[src/rtl/cordic_gain_scale.sv]
// Three-stage valid/ready scaler: multiplies a signed X/Y pair by the constant COEF/2^COEF_FRAC
// using sign-magnitude shift-add arithmetic with round-half-away-from-zero; per-pair bypass.
module cordic_gain_scale #(
    parameter int WIDTH     = 8,
    parameter int COEF      = 39797,
    parameter int COEF_FRAC = 16
) (
    input  logic             Clk,
    input  logic             Rst,
    input  logic             In_Valid,
    output logic             In_Ready,
    input  logic             In_Bypass,
    input  logic [WIDTH-1:0] In_X,
    input  logic [WIDTH-1:0] In_Y,
    output logic             Out_Valid,
    input  logic             Out_Ready,
    output logic [WIDTH-1:0] Out_X,
    output logic [WIDTH-1:0] Out_Y
);

    localparam int PW = WIDTH + COEF_FRAC;
    localparam logic [COEF_FRAC-1:0] COEF_V = COEF_FRAC'(COEF);
    localparam logic [PW-1:0] HALF = PW'(1) << (COEF_FRAC - 1);

    function automatic logic [WIDTH-1:0] abs_mag(input logic [WIDTH-1:0] v);
        return v[WIDTH-1] ? (~v + WIDTH'(1)) : v;
    endfunction

    // Constant coefficient: the loop unrolls into one adder per set bit of COEF.
    function automatic logic [PW-1:0] shift_add(input logic [WIDTH-1:0] m);
        logic [PW-1:0] acc;
        acc = '0;
        for (int i = 0; i < COEF_FRAC; i++) begin
            if (COEF_V[i]) acc = acc + (PW'(m) << i);
        end
        return acc;
    endfunction

    // COEF < 2^COEF_FRAC keeps the rounded magnitude within 2^(WIDTH-1), so no saturation.
    function automatic logic [WIDTH-1:0] round_restore(input logic [PW-1:0] p, input logic s);
        logic [PW-1:0]    sum;
        logic [WIDTH-1:0] r;
        sum = p + HALF;
        r   = sum[PW-1:COEF_FRAC];
        return s ? (~r + WIDTH'(1)) : r;
    endfunction

    logic             v1_q, v1_d, byp1_q, byp1_d, sx1_q, sx1_d, sy1_q, sy1_d;
    logic [WIDTH-1:0] mx1_q, mx1_d, my1_q, my1_d, x1_q, x1_d, y1_q, y1_d;
    logic             v2_q, v2_d, byp2_q, byp2_d, sx2_q, sx2_d, sy2_q, sy2_d;
    logic [PW-1:0]    px2_q, px2_d, py2_q, py2_d;
    logic [WIDTH-1:0] x2_q, x2_d, y2_q, y2_d;
    logic             v3_q, v3_d;
    logic [WIDTH-1:0] ox_q, ox_d, oy_q, oy_d;
    logic             en1, en2, en3;

    always_comb begin
        en3    = !v3_q | Out_Ready;
        en2    = !v2_q | en3;
        en1    = !v1_q | en2;
        v1_d   = v1_q;
        byp1_d = byp1_q;
        sx1_d  = sx1_q;
        sy1_d  = sy1_q;
        mx1_d  = mx1_q;
        my1_d  = my1_q;
        x1_d   = x1_q;
        y1_d   = y1_q;
        v2_d   = v2_q;
        byp2_d = byp2_q;
        sx2_d  = sx2_q;
        sy2_d  = sy2_q;
        px2_d  = px2_q;
        py2_d  = py2_q;
        x2_d   = x2_q;
        y2_d   = y2_q;
        v3_d   = v3_q;
        ox_d   = ox_q;
        oy_d   = oy_q;

        if (en1) begin
            v1_d = In_Valid;
            if (In_Valid) begin
                byp1_d = In_Bypass;
                sx1_d  = In_X[WIDTH-1];
                sy1_d  = In_Y[WIDTH-1];
                mx1_d  = abs_mag(In_X);
                my1_d  = abs_mag(In_Y);
                x1_d   = In_X;
                y1_d   = In_Y;
            end
        end

        if (en2) begin
            v2_d = v1_q;
            if (v1_q) begin
                byp2_d = byp1_q;
                sx2_d  = sx1_q;
                sy2_d  = sy1_q;
                px2_d  = shift_add(mx1_q);
                py2_d  = shift_add(my1_q);
                x2_d   = x1_q;
                y2_d   = y1_q;
            end
        end

        // Output data registers only change when a valid pair moves into the last stage.
        if (en3) begin
            v3_d = v2_q;
            if (v2_q) begin
                ox_d = byp2_q ? x2_q : round_restore(px2_q, sx2_q);
                oy_d = byp2_q ? y2_q : round_restore(py2_q, sy2_q);
            end
        end
    end

    always_ff @(posedge Clk) begin
        if (Rst) begin
            v1_q   <= 1'b0;
            byp1_q <= 1'b0;
            sx1_q  <= 1'b0;
            sy1_q  <= 1'b0;
            mx1_q  <= '0;
            my1_q  <= '0;
            x1_q   <= '0;
            y1_q   <= '0;
            v2_q   <= 1'b0;
            byp2_q <= 1'b0;
            sx2_q  <= 1'b0;
            sy2_q  <= 1'b0;
            px2_q  <= '0;
            py2_q  <= '0;
            x2_q   <= '0;
            y2_q   <= '0;
            v3_q   <= 1'b0;
            ox_q   <= '0;
            oy_q   <= '0;
        end else begin
            v1_q   <= v1_d;
            byp1_q <= byp1_d;
            sx1_q  <= sx1_d;
            sy1_q  <= sy1_d;
            mx1_q  <= mx1_d;
            my1_q  <= my1_d;
            x1_q   <= x1_d;
            y1_q   <= y1_d;
            v2_q   <= v2_d;
            byp2_q <= byp2_d;
            sx2_q  <= sx2_d;
            sy2_q  <= sy2_d;
            px2_q  <= px2_d;
            py2_q  <= py2_d;
            x2_q   <= x2_d;
            y2_q   <= y2_d;
            v3_q   <= v3_d;
            ox_q   <= ox_d;
            oy_q   <= oy_d;
        end
    end

    assign In_Ready  = en1;
    assign Out_Valid = v3_q;
    assign Out_X     = ox_q;
    assign Out_Y     = oy_q;

endmodule

[config.mk]
export PLATFORM = sky130hd
export DESIGN_NAME = cordic_gain_scale
export DESIGN_NICKNAME = d
export VERILOG_FILES = /design/src/rtl/cordic_gain_scale.sv
export SDC_FILE = /design/constraint.sdc
export NUM_CORES = 1
export LEC_CHECK = 0
export BUFFER_PORTS_ARGS = -buffer_cell sky130_fd_sc_hd__buf_2
export CAP_MARGIN = 40
export CORE_ASPECT_RATIO = 1.4
export CORE_UTILIZATION = 50
export CTS_BUF_LIST = sky130_fd_sc_hd__clkbuf_8
export DETAILED_ROUTE_END_ITERATION = 10
export GPL_TIMING_DRIVEN = 1
export PLACE_DENSITY = 0.67
export REMOVE_ABC_BUFFERS = 1
export SYNTH_ARGS = -nofsm -noshare
export SYNTH_HDL_FRONTEND = slang
export SYNTH_SLANG_ARGS = --single-unit
[constraint.sdc]
create_clock -name Clk -period 13.2 [get_ports Clk]
set_clock_uncertainty 0.15 [all_clocks]
set_input_delay 2.64 -clock Clk [delete_from_list [all_inputs] [get_ports Clk]]
set_output_delay 2.64 -clock Clk [all_outputs]
set_load 0.05 [all_outputs]
### Word level (Yosys, flattened, before mapping)

Index checks and enable logic that the tools add are counted.

| storage, ports and cells | value |
|---|---|
| register bits | 121 |
| input bits | 21 |
| output and inout bits | 18 |
| word-level logic and storage cells | 98 |

| cells by class | value |
|---|---|
| $add $sub $neg | 24 |
| multiplexer cells | 42 |
| bitwise gates (word level) | 7 |
| reduce and logical (&&, ||, !) cells | 6 |

Operator list:

| kind | number |
|---|---|
| 24-bit 2-to-1 mux | 36 |
| 24-bit by 10-bit adder with 24-bit output | 2 |
| 24-bit by 12-bit adder with 24-bit output | 2 |
| 24-bit by 13-bit adder with 24-bit output | 2 |
| 24-bit by 14-bit adder with 24-bit output | 2 |
| 24-bit by 16-bit adder with 24-bit output | 2 |
| 24-bit by 16-bit adder with 24-bit output, second input constant | 2 |
| 24-bit by 17-bit adder with 24-bit output | 2 |
| 24-bit by 19-bit adder with 24-bit output | 2 |
| 24-bit by 20-bit adder with 24-bit output | 2 |
| 24-bit by 23-bit adder with 24-bit output | 2 |
| 8-bit 2-to-1 mux | 6 |
| 8-bit by 1-bit adder with 8-bit output, second input constant | 4 |
| 8-bit NOT | 4 |
| 2-bit AND reduction | 3 |
| 1-bit zero test | 3 |
| 1-bit bitwise OR | 3 |

### Depth between registers and ports, before layout

| depth | value |
|---|---|
| depth after elaboration | 29 |
| mapped depth | 49 |
| depth with buffers taken out | 49 |

### Worst setup path after synthesis

No wires, ideal clock.

| timing | value |
|---|---|
| path kind | register to register |
| start point | reg my1_q[3] |
| end point | reg py2_q[23] |
| library setup time | 0.132 ns |
| data arrival time | 9.177 ns |
| data required time | 12.918 ns |
| path slack | 3.740 ns |
| stages on the path, launching flop included | 47 |
| buffers on the path | 0 |
| period minus slack after synthesis | 9.460 ns |
| cell sequence | dfxtp_1 -> ha_1 -> a31o_2 -> nand3_1 -> a21boi_0 -> o21a_1 -> o21ai_0 -> xnor2_1 -> ha_1 -> a21o_1 -> a31oi_1 -> xnor2_1 -> ha_1 -> a21o_1 -> a31oi_1 -> o21bai_1 -> a21o_1 -> ha_1 -> [... 11 more ...] -> and3_1 -> a2111oi_0 -> o211ai_1 -> ha_1 -> nand3_1 -> a211o_1 -> o41ai_1 -> a2111o_1 -> ha_1 -> and3_1 -> a2111oi_0 -> o311ai_1 -> ha_1 -> inv_1 -> a21oi_1 -> o21a_1 -> o2111ai_1 -> a21oi_1 |

| on the way | value |
|---|---|
| cells in the longest elaborated chain, start to end | 27 |

RTL lines:

| what | line | text |
|---|---|---|
| from (decl) | 49 | `logic [WIDTH-1:0] mx1_q, mx1_d, my1_q, my1_d, x1_q, x1_d, y1_q, y1_d;` |
| from (signal assigned) | 144 | `my1_q <= my1_d;` |
| 24-bit 2-to-1 mux | 96 | `if (v1_q) begin` |
| 24-bit 2-to-1 mux | 94 | `if (en2) begin` |
| 24-bit by 10-bit adder with 24-bit output | 34 | `if (COEF_V[i]) acc = acc + (PW'(m) << i);` |
| 24-bit 2-to-1 mux | 96 |  |
| 24-bit 2-to-1 mux | 94 |  |
| 24-bit by 12-bit adder with 24-bit output | 34 |  |
| 24-bit 2-to-1 mux | 96 |  |
| 24-bit 2-to-1 mux | 94 |  |
| [... 11 more ...] | n/a |  |
| 24-bit 2-to-1 mux | 94 |  |
| 24-bit by 19-bit adder with 24-bit output | 34 |  |
| 24-bit 2-to-1 mux | 96 |  |
| 24-bit 2-to-1 mux | 94 |  |
| 24-bit by 20-bit adder with 24-bit output | 34 |  |
| 24-bit 2-to-1 mux | 96 |  |
| 24-bit 2-to-1 mux | 94 |  |
| 24-bit by 23-bit adder with 24-bit output (*) | 34 |  |
| to (signal assigned) | 152 | `py2_q <= py2_d;` |
| to (decl) | 51 | `logic [PW-1:0] px2_q, px2_d, py2_q, py2_d;` |

Mark *: on every way between the ends. The rest lies on a longest branch, timed or not. The select of a mux whose other input is x is not followed.
A chain may end at the register's enable or synchronous reset.

### Final worst setup path

| timing | value |
|---|---|
| start point | reg my1_q[5] |
| end point | reg py2_q[23] |

The elaborated chain is that of the path after synthesis.

==> reports/qor.txt <==
status - complete, no violations
Final Max Slew Viols - 0
Sw Ratio - 43.6%
power after layout - 1.21 mW
grt met3 use - 3.17%
GPL Wtd Cong - 0.843
# Post-CTS Setup Buffers - 0
DR vias - 7954
total length of routed wires - 19.8 mm
initial drt markers - 286
CTS buffer count - 9
CP max stage delay - 850 ps
nets - 1327
CP Max Fanout - 18
hpwl dp - 15.1 mm
Synth-to-Final Area Change - 6.26%
most frequent cells in the layout - 144 x ha_1, 134 x nand2_1, 111 x a21oi_1
vias in the first global route - 7631
Hold Worst Slack - 306 ps
CP Data Arrival Time - 10590 ps
Yosys cell types - 59
Total Routing Usage GR - 22.2%
final routed DRC violation total - 0
ys async rst share - 0%
initial antenna violation count - 0
CTS tree - yes
VDD IR max - 0.0000727 V
WP data required - 13330 ps
hold crit path type - register to register
min Tclk post-route - 10460 ps
final setup fails - 0
worst rel slew slack - 44.5%
met1 global-route usage - 27.4%
Critical Path Sink Type - register
#FFs+latches synth - 85
first-pass GRT wire length - 34.2 mm
largest cells by area after synthesis - ha_1 20%, dfxtp_1 19%, xnor2_1 7.9%, a21oi_1 6.2%, nand2_1 5.6%
Switching Power - 529 µW
Syn Std Cell Area - 0.00902 mm²
PortBufs - 38
clock share of power - 15.5%
PostCTS Resize Cnt - 0
Root Buffer - clkbuf_8
Synth Warn # - 0
Worst-path clk slew - 90 ps
Seq/Total Area, Yosys - 18.9%
commonest non-fill, non-tap cell in the layout - ha_1
CP max stage cell - dfxtp_1
MaxCap Viol Count - 0
setup TNS - 0 ps
drt pass-1 iters - 4
top-area cell type share of the netlist area - 20.0%
cell taking the most area after synthesis - ha_1
Highest Clock Rate - 95.6 MHz
Inst Count DP - 1377
number of synthesized flops with an enable pin - 0
crit path launch type - register
RSZ-0062 raised after global routing - false
largest net degree at the start of global routing - 53
Initial Util - 51.6%
Final ANT Viol Nets - 0
via/cell ratio - 5.71
Gate Count Post-Synth - 1147
Leakage - 4.36 nW
Final Hold Viols - 0
GRT overflow - 0
fin cells - 1393
Seq pwr share - 25.4%
GRT busiest layer - met2
critical path's most frequent cell - ha_1
Power Density - 126 mW/mm²
combinational fraction of design power - 59.1%
core footprint - 0.0175 mm²
IO Count - 39
clk sinks - 85
Cell Int Power - 683 µW
fin crit share - 79.2%
floorplan die height - 161 µm
top_reg_cell synth - dfxtp_1
detailed-route wire length per cell - 14.2 µm
die extent in x - 116 µm
hold buffers post-CTS - 0
Clock Latency Late Sink - 360 ps
layout cells sized above 1 - 6.48%
die area - 0.0186 mm²
FP Rows - 57
worst-margin pin slew - 832 ps
met2 usage - 40.2%
syn avg cell area - 7.86 µm²
Inserted Diodes - 0
clk buf depth - 2
# H-tree levels - 3
Crit Path Class - register to register
-- registers in the layout (all words and copies together) (netlist names) --
name	flops
Out_X	8
y2_q	6
sy1_q	1
v1_q	1
sx2_q	1
sy2_q	1
byp2_q	1
mx1_q	8
Out_Valid	1
px2_q	10
y1_q	6
sx1_q	1
x1_q	6
v2_q	1
byp1_q	1
Out_Y	8
py2_q	10
x2_q	6
my1_q	8
-- routing by layer --
metal  up-vias  part of all wire, %
li1       4158                    -
met1      3719                   45
met2        63                   51
met3        14                  2.8
met4         0                 0.86
met5         -                    0
-- cells by family (layout without fill, tap and decap cells) --
family | after synthesis | after routing | share of synthesized area, %
AO/OA/AOI/OAI | 318 | 318 | 22.9
XOR/XNOR | 119 | 119 | 11.6
adder cells (fa/ha/maj) | 154 | 154 | 22.2
buffers and inverters | 96 | 106 | 4.22
flip-flops | 85 | 85 | 18.9
multiplexers | 5 | 5 | 0.555
AND/OR/NAND/NOR | 370 | 370 | 19.7
-- cell type report --
class                           count  area, µm²
Clock inverter                      7       71.3
Multi-Input combinational cell    966       6950
Timing Repair Buffer               46        274
Sequential cell                    85       1700
Tap cell                          236        295
Inverter                           44        165
Clock buffer                        9        124
Fill cell                        1713       7890
-- cells in the mapped netlist, drive strengths merged (5+ instances only) --
| cell | n |
|---|---|
| a21oi | 111 |
| and3b | 7 |
| o211ai | 6 |
| xor2 | 38 |
| mux2i | 5 |
| nor2 | 72 |
| a31o | 6 |
| or3 | 12 |
| a211oi | 27 |
| o21a | 14 |
| nand3 | 26 |
| o21ai | 46 |
| or4 | 5 |
| nand4 | 14 |
| nand3b | 11 |
| a221oi | 7 |
| ha | 144 |
| fa | 10 |
| dfxtp | 85 |
| a21boi | 5 |
| o311ai | 6 |
| buf | 13 |
| nor2b | 13 |
| a21o | 33 |
| clkbuf | 39 |
| a31oi | 18 |
| and3 | 15 |
| nand2b | 16 |
| nand2 | 134 |
| o31ai | 6 |
| nor3 | 32 |
| xnor2 | 81 |
| inv | 42 |
-- final timing paths --
| path | end | start | slack [ps] | cells after the start |
|---|---|---|---|---|
| worst min register to register | x2_q[5] | x1_q[5] | 310 | 2 |
| worst min-delay path | x2_q[5] | x1_q[5] | 310 | 2 |
| worst max-delay path | py2_q[23] | my1_q[5] | 2740 | 46 |
| worst max register to register | py2_q[23] | my1_q[5] | 2740 | 46 |
-- power by group through the flow --
stage | clock network (mW) | registers, mW | logic [mW]
floorplan | 0 | 0.313 | 0.568
global placement | 0 | 0.314 | 0.707
detailed placement | 0 | 0.314 | 0.716
CTS | 0.192 | 0.308 | 0.722
global route | 0.203 | 0.313 | 0.820
finish | 0.187 | 0.308 | 0.716
-- stage by stage --
stage               area, µm²  worst slack [ps]  utilization (%)
global placement         9350              2830             53.5
floorplan                8800              3700                -
global route             9580              1810             54.9
finish                   9580              2740             54.9
CTS                      9580              2620             54.9
detailed placement       9390              2660             53.7
-- critical path: cells and delay by family (launching register included) --
family                   cells  cell delay, ps
XOR/XNOR                     3             410
flip-flops                   1             850
AND/OR/NAND/NOR              7             940
AO/OA/AOI/OAI               25            4800
adder cells (fa/ha/maj)      9            3060
buffers and inverters        2             150
Power figures use the tool's default switching activity.
